===== src/rtl/div_229x80_seq_if.sv =====
// Operand/result handshake bundle for the 229/80 sequential divider.
interface div_229x80_seq_if #(
  parameter int DW = 229,
  parameter int VW = 80
);
  logic          in_valid;
  logic          in_ready;
  logic [DW-1:0] dividend;
  logic [VW-1:0] divisor;
  logic          out_valid;
  logic          out_ready;
  logic [DW-1:0] quotient;
  logic [VW-1:0] remainder;
  logic          div_by_zero;

  modport master (
    output in_valid, dividend, divisor, out_ready,
    input  in_ready, out_valid, quotient, remainder, div_by_zero
  );

  modport slave (
    input  in_valid, dividend, divisor, out_ready,
    output in_ready, out_valid, quotient, remainder, div_by_zero
  );
endinterface


===== src/rtl/div_229x80_seq.sv =====
// Restoring divider, one quotient bit per cycle; result valid DW+1 edges after accept (1 edge for /0).
// Result is held in DONE until out_ready; no new operand is accepted until then.
module div_229x80_seq #(
  parameter int DW = 229,
  parameter int VW = 80
) (
  input  logic                 clk,
  input  logic                 rst,
  div_229x80_seq_if.slave      s_if
);
  localparam int CW = $clog2(DW + 1);

  typedef enum logic [1:0] {IDLE, BUSY, DONE} state_t;

  state_t        r_state;
  state_t        w_next;
  logic [CW-1:0] r_cnt;
  logic [DW-1:0] r_q;
  logic [VW-1:0] r_rem;
  logic [VW-1:0] r_div;
  logic          r_zero;
  logic          r_out_valid;
  logic [DW-1:0] r_quot_o;
  logic [VW-1:0] r_rem_o;
  logic          r_dbz;

  logic          w_accept;
  logic          w_div_zero;
  logic [VW:0]   w_trial;
  logic          w_ge;
  logic [VW-1:0] w_diff;

  assign w_accept   = s_if.in_valid && s_if.in_ready;
  assign w_div_zero = (s_if.divisor == '0);

  // The partial remainder's top bit is always zero after each step, so only
  // VW bits are stored; the trial value carries the extra bit.
  assign w_trial = {r_rem, r_q[DW-1]};
  assign w_ge    = (w_trial >= {1'b0, r_div});
  assign w_diff  = w_trial[VW-1:0] - r_div;

  always_ff @(posedge clk or posedge rst) begin
    if (rst) r_state <= IDLE;
    else     r_state <= w_next;
  end

  always_comb begin
    w_next = r_state;
    case (r_state)
      IDLE: if (w_accept) w_next = w_div_zero ? DONE : BUSY;
      BUSY: if (r_cnt == CW'(1)) w_next = DONE;
      DONE: if (r_out_valid && s_if.out_ready) w_next = IDLE;
      default: w_next = IDLE;
    endcase
  end

  always_ff @(posedge clk or posedge rst) begin
    if (rst) begin
      r_cnt       <= '0;
      r_q         <= '0;
      r_rem       <= '0;
      r_div       <= '0;
      r_zero      <= 1'b0;
      r_out_valid <= 1'b0;
      r_quot_o    <= '0;
      r_rem_o     <= '0;
      r_dbz       <= 1'b0;
    end else begin
      case (r_state)
        IDLE: begin
          if (w_accept) begin
            r_div  <= s_if.divisor;
            r_zero <= w_div_zero;
            r_dbz  <= 1'b0;
            if (w_div_zero) begin
              r_q   <= '1;
              r_rem <= s_if.dividend[VW-1:0];
              r_cnt <= '0;
            end else begin
              r_q   <= s_if.dividend;
              r_rem <= '0;
              r_cnt <= CW'(DW);
            end
          end
        end
        BUSY: begin
          r_rem <= w_ge ? w_diff : w_trial[VW-1:0];
          r_q   <= {r_q[DW-2:0], w_ge};
          r_cnt <= r_cnt - CW'(1);
        end
        DONE: begin
          // First DONE cycle registers the result; later cycles only wait for out_ready.
          if (!r_out_valid) begin
            r_out_valid <= 1'b1;
            r_quot_o    <= r_q;
            r_rem_o     <= r_rem;
            r_dbz       <= r_zero;
          end else if (s_if.out_ready) begin
            r_out_valid <= 1'b0;
          end
        end
        default: r_cnt <= '0;
      endcase
    end
  end

  assign s_if.in_ready    = (r_state == IDLE) && !rst;
  assign s_if.out_valid   = r_out_valid;
  assign s_if.quotient    = r_quot_o;
  assign s_if.remainder   = r_rem_o;
  assign s_if.div_by_zero = r_dbz;
endmodule


===== src/flat_wrapper.sv =====
// flat-port wrapper written by rule: the top's interface ports become plain ports
module div_229x80_seq_flat 
#(
  parameter int DW = 229,
  parameter int VW = 80
)
  (clk, rst, s_if_in_valid, s_if_dividend, s_if_divisor, s_if_out_ready, s_if_in_ready, s_if_out_valid, s_if_quotient, s_if_remainder, s_if_div_by_zero);
  div_229x80_seq_if #(.DW(DW), .VW(VW)) s_if_i ();
  input  logic clk;
  input  logic rst;
  input wire logic [$bits(s_if_i.in_valid)-1:0] s_if_in_valid;
  input wire logic [$bits(s_if_i.dividend)-1:0] s_if_dividend;
  input wire logic [$bits(s_if_i.divisor)-1:0] s_if_divisor;
  input wire logic [$bits(s_if_i.out_ready)-1:0] s_if_out_ready;
  output wire logic [$bits(s_if_i.in_ready)-1:0] s_if_in_ready;
  output wire logic [$bits(s_if_i.out_valid)-1:0] s_if_out_valid;
  output wire logic [$bits(s_if_i.quotient)-1:0] s_if_quotient;
  output wire logic [$bits(s_if_i.remainder)-1:0] s_if_remainder;
  output wire logic [$bits(s_if_i.div_by_zero)-1:0] s_if_div_by_zero;
  assign s_if_i.in_valid = s_if_in_valid;
  assign s_if_i.dividend = s_if_dividend;
  assign s_if_i.divisor = s_if_divisor;
  assign s_if_i.out_ready = s_if_out_ready;
  assign s_if_in_ready = s_if_i.in_ready;
  assign s_if_out_valid = s_if_i.out_valid;
  assign s_if_quotient = s_if_i.quotient;
  assign s_if_remainder = s_if_i.remainder;
  assign s_if_div_by_zero = s_if_i.div_by_zero;
  div_229x80_seq #(.DW(DW), .VW(VW)) u_core (.clk(clk), .rst(rst), .s_if(s_if_i));
endmodule

===== config.mk =====
export PLATFORM = sky130hd
export DESIGN_NAME = div_229x80_seq_flat
export DESIGN_NICKNAME = d
export VERILOG_FILES = /design/src/rtl/div_229x80_seq_if.sv /design/src/rtl/div_229x80_seq.sv /design/src/flat_wrapper.sv
export SDC_FILE = /design/constraint.sdc
export NUM_CORES = 2
export LEC_CHECK = 0
export ABC_AREA = 1
export BUFFER_PORTS_ARGS = -buffer_cell sky130_fd_sc_hd__buf_2
export CORE_ASPECT_RATIO = 0.75
export CORE_MARGIN = 1.5
export CORE_UTILIZATION = 55
export DETAILED_ROUTE_END_ITERATION = 8
export PLACE_DENSITY = 0.78
export SLEW_MARGIN = 15
export SYNTH_ARGS = -nofsm -noshare
export SYNTH_HDL_FRONTEND = slang
export SYNTH_SLANG_ARGS = --single-unit
export TNS_END_PERCENT = 100

===== constraint.sdc =====
create_clock -name clk -period 59.2 [get_ports clk]
set_input_delay 2.96 -clock clk [delete_from_list [all_inputs] [get_ports clk]]
set_output_delay 2.96 -clock clk [all_outputs]
set_load 0.005 [all_outputs]

# Yosys cells after proc, flatten, opt, wreduce, memory -nomap -nowiden

Cells that the tools add are included.

Input bits: 313
Bits in registers: 711
Word-level logic and storage cells: 56
Output and inout bits: 312

Muxes and demuxes: 20
Add/sub/neg operators: 2
Eq/ne operators: 7
Bitwise operators: 2
Reduce and logical (&&, ||, !) cells: 14
$lt $le $gt $ge: 1

Operator list:

| cell                                                   | number |
|---|---|
| two-way mux 229 bit                                    | 2 |
| case mux 229 bit (2 select lines)                      | 1 |
| two-way mux 80 bit                                     | 3 |
| case mux 80 bit (2 select lines)                       | 1 |
| >= comparator 81 x 80 -> 1 bit                         | 1 |
| logical NOT 80 bit                                     | 1 |
| subtractor 80 bit                                      | 1 |
| case mux 8 bit (3 select lines)                        | 1 |
| two-way mux 8 bit                                      | 2 |
| equality test 8 x 1 -> 1 bit (second input constant)   | 1 |
| two-way mux 2 bit                                      | 4 |
| AND reduction 2 bit                                    | 4 |
| subtractor 8 x 1 -> 8 bit (second input constant)      | 1 |
| inequality test 2 x 1 -> 1 bit (second input constant) | 3 |
| case mux 2 bit (3 select lines)                        | 1 |
| AND reduction 3 bit                                    | 2 |
| two-way mux 1 bit                                      | 4 |
| nonzero test 2 bit                                     | 2 |
| logical AND 1 bit                                      | 3 |
| equality test 2 x 1 -> 1 bit (second input constant)   | 1 |
| equality test 2 bit (second input constant)            | 1 |
| logical NOT 2 bit                                      | 1 |
| inequality test 2 bit (second input constant)          | 1 |
| NOT 1 bit                                              | 2 |
| other kinds (2)                                        | 2 |

# Logic depth before layout (Yosys ltp)

Depth after elaboration: 5
Gate-level depth with buffers: 20
Depth with buffers taken out: 19

# Worst setup path after synthesis

Ideal clock, no wire load.

Path type: input -> output
From: input port rst
To: output port s_if_in_ready
Data arrival time: 3.167 ns
Stages on the path: 1
Required time: 56.240 ns
Path slack: 53.073 ns
Path buffers: 0
Path through: nor3_1

Word-level cells in the longest chain between the ends: 2

Ends and longest elaborated chain:

| element                            | line                  | source |
|---|---|---|
| start: declaration                 | flat_wrapper.sv:10    | `input logic rst;` |
| logical NOT 1 bit (no source line) | -                     |  |
| logical AND 1 bit                  | div_229x80_seq.sv:107 | `assign s_if.in_ready = (r_state == IDLE) && !rst;` |
| end: declaration                   | flat_wrapper.sv:15    | `output wire logic [$bits(s_if_i.in_ready)-1:0] s_if_in_ready;` |

Every way passes these cells.

# Worst setup path after layout

Ends and elaborated chain as after synthesis.

==> reports/metrics.csv <==
stage,metric,value,unit
clock_tree,clock_latency,0.65,ns
power,pwr-share-clk,0.279,
setup_path,cp.depth,3,
global_route,grt_pass1_wl,207,mm
cells_and_area,area_growth_syn_to_layout,15.5,%
timing,hold_viol,0,
setup_path,startpoint_type,input port,
power,comb_power_share,0.355,
synth,synthArstFlopShare,1.00,
clock_tree,cts_hold_buf,0,
setup_path,crit_type,input port to output port,
clock_tree,clock_path_buffers,3,
timing,slew_viol_final,0,
power,total_power,1.59,mW
placement,placed_area,41000,um2
timing,rsz0062_at_grt,no,
setup_path,cp_num_buf_inv,2,
timing,slew_headroom,0.214,
power,powerDensity,36.8,nW/um2
power,switching_power,623,uW
setup_path,crit_start,rst,
setup_path,cp_max_fo,2,
cells_and_area,fin_area,43300,um2
die,rows,82,
placement,place_congestion,1.04,
timing,timing.hold.ws,0.465,ns
clock_tree,cts_resized,0,
synth,netlist_instances,5155,
setup_path,cp_data_arrival_time,3.65,ns
placement,port-buffer-count,624,
global_route,grt_use_total,0.387,
cells_and_area,post-route-util,0.645,
die,fp.dieArea,69700,um2
die,die_x,304,um
setup_path,end_kind,output port,
timing,fin_ws,52.59,ns
worst_hold_path,hold_path_depth,2,
timing,timing.fmax,151,MHz
power,swShare,0.391,
die,io_pins,625,
global_route,first_global_vias,34200,
synth,ys_seq_area_frac,0.475,
routing,drc_errors,0,
setup_path,crit_family,simple AND/OR/NAND/NOR gates,
routing,via_count,37100,
setup_path,slowest_stage,nor3_1,
clock_tree,cts_buffers,68,
synth,syn_area_per_cell,7.26,um2
die,fp.dieH,229,um
clock_tree,root_buffer,clkbuf_16,
global_route,antenna_found_initial,20,
timing,fin_crit,6.61,ns
setup_path,cpPeakStageDelay,0.36,ns
setup_path,crit_end,s_if_in_ready,
routing,wl,137,mm
cells_and_area,num-fill-cells,6082,
timing,finalSetupViolCount,0,
routing,vias_per_cell,5.64,
setup_path,r2r_start,u_core.r_rem[42],
cells_and_area,multi_input_area,16700,um2
clock_tree,cts.sinks,711,
cells_and_area,nets,6027,
outcome,status,finished clean,
global_route,grt-ovfl-total,0,
clock_tree,cts_setup_buffers,0,
synth,syn-num-nets,5551,
synth,synthDistinctLibCells,40,
die,coreArea,67100,um2
placement,hpwl,100,mm
setup_path,crit_chain,buf_2 > nor3_1 > buf_2,
timing,tns,0,ns
power,power.internal,970,uW
synth,synth_warnings,0,
routing,drt_iter0_markers,4119,
power,seqPwrFrac,0.366,
placement,dpl.cell_count,6443,
setup_path,regToRegSetupSlack,54.33,ns
synth,synth_edf_count,0,
setup_path,reg2reg_to,u_core.r_rem[65],
power,irDropWorstVdd,0.0216,mV
placement,pre_cts_ws,52.59,ns
cells_and_area,instances_no_fill,6580,
routing,wl_per_cell,20.8,um
clock_tree,clk_pin_slew,0.06,ns
timing,fin_crit_sh,0.112,
global_route,grt_start_max_net_pins,227,
setup_path,reg2reg_depth,15,
routing,route.antenna.remaining_nets,0,
power,p_leak,24.6,nW
setup_path,cp.required,56.24,ns
timing,worst_pin_slew,1.18,ns
clock_tree,cts_tree,built,
synth,synth_seq_cells,711,
routing,dr.pass1.iters,7,
flow_run,max_cap_viol_count,0,
clock_tree,cts_htree_levels,3,
setup_path,cp_common_cell,buf_2,
cells_and_area,drive_gt1_frac,0.146,
cells_and_area,ff_latch_area,17800,um2
die,initial_core_util,0.558,
synth,syn_area,37400,um2
timing,fin_skew,0.0221,ns
worst_hold_path,worstHoldPathType,register to register,
synth,ys.flop_type,dfrtp_1,
[synthesized netlist by cell type, drive strengths merged (2+ instances only)]
cell	number	area, um2
inv	528	1980
or2	2	12.5
nand4	47	294
nor4	18	113
ha	82	1030
a21o	3	22.5
nand2	2064	7790
nor2	454	1750
nand3	136	691
xnor2	37	324
dfrtp	711	17800
clkbuf	198	743
buf	43	211
and2	3	18.8
a22oi	4	30.0
o22ai	191	1190
xor2	3	26.3
clkinv	2	7.51
a21oi	423	2150
nand3b	70	526
o21bai	8	60.1
nor3	12	71.3
o21ai	110	551
[final cells by class]
cell class	instances	area share
diodes	21	0.00121
clock buffers	98	0.0462
clock inverters	18	0.00474
inverters	530	0.0467
multi-input cells	3673	0.387
flip-flops and latches	711	0.411
well taps	882	0.0255
repair buffers	647	0.0773
[state kept, by name, summed over array words and instances, names as in the netlist]
register	flops
u_core.r_rem	80
u_core.s_if.div_by_zero	1
u_core.s_if.out_valid	1
u_core.s_if.remainder	80
u_core.r_q	229
u_core.r_div	80
u_core.r_state	2
u_core.r_cnt	8
u_core.s_if.quotient	229
u_core.r_zero	1
[power by group through the flow]
stage	logic, mW	registers (mW)	clock network (mW)
2_1_floorplan	0.398	0.568	0
3_3_place_gp	0.542	0.588	0
3_5_place_dp	0.550	0.588	0
4_1_cts	0.553	0.580	0.447
5_1_grt	0.627	0.587	0.467
6_report	0.565	0.583	0.444
[worst reg2reg max path: cells and delay by family (launching register included)]
family / cells / cell delay, ns
flops: 1 / 0.53
fa+ha+maj: 1 / 0.42
buf+inv: 1 / 0.06
compound gates: 1 / 0.14
simple gates: 12 / 3.62
[kinds of logic after synthesis]
family,count (synthesis),share of synthesized area
AND/OR/NAND/NOR,2806,0.301
buffers and inverters,771,0.0786
AO/OA/AOI/OAI,744,0.108
flip-flops,711,0.475
adder cells (fa/ha/maj),83,0.0279
XOR/XNOR,40,0.00936
[per-layer routing]
metal	global-route usage	share of wire	up-vias
met2	0.550	0.42	1934
li1	-	-	17300
met1	0.562	0.43	17600
met5	0	0.000066	-
met4	0.176	0.048	2
met3	0.0892	0.099	324
[how the worst min path moves through the flow]
stage                                          from                   endpoint  slack, ns
after floorplan                       u_core.r_zero              u_core.r_zero       0.45
after global placement    u_core.s_if.quotient[172]  u_core.s_if.quotient[172]       0.45
after detailed placement  u_core.s_if.quotient[127]  u_core.s_if.quotient[127]       0.45
after CTS                  u_core.s_if.quotient[23]   u_core.s_if.quotient[23]       0.47
after global routing      u_core.s_if.quotient[174]  u_core.s_if.quotient[174]       0.48
final                     u_core.s_if.quotient[215]  u_core.s_if.quotient[215]       0.47
[cells in the final DEF, fill, tap and decap left out, types with 9 or more instances in the layout]
| master | n |
|---|---|
| xnor2_1 | 37 |
| nand2_2 | 10 |
| diode_2 | 21 |
| nand3_1 | 134 |
| nor4_1 | 18 |
| nor2_2 | 17 |
| inv_2 | 23 |
| inv_1 | 500 |
| a21oi_2 | 9 |
| nor2_1 | 433 |
| ha_1 | 82 |
| buf_2 | 624 |
| o22ai_1 | 191 |
| nand3b_1 | 70 |
| buf_4 | 19 |
| clkbuf_8 | 14 |
| clkbuf_16 | 70 |
| nand4_1 | 47 |
| o21ai_0 | 109 |
| clkinv_2 | 9 |
| nor3_1 | 11 |
| dfrtp_1 | 711 |
| a21oi_1 | 414 |
| nand2_1 | 2050 |
| clkbuf_1 | 14 |
No activity file was read; power rests on OpenSTA's default activity.
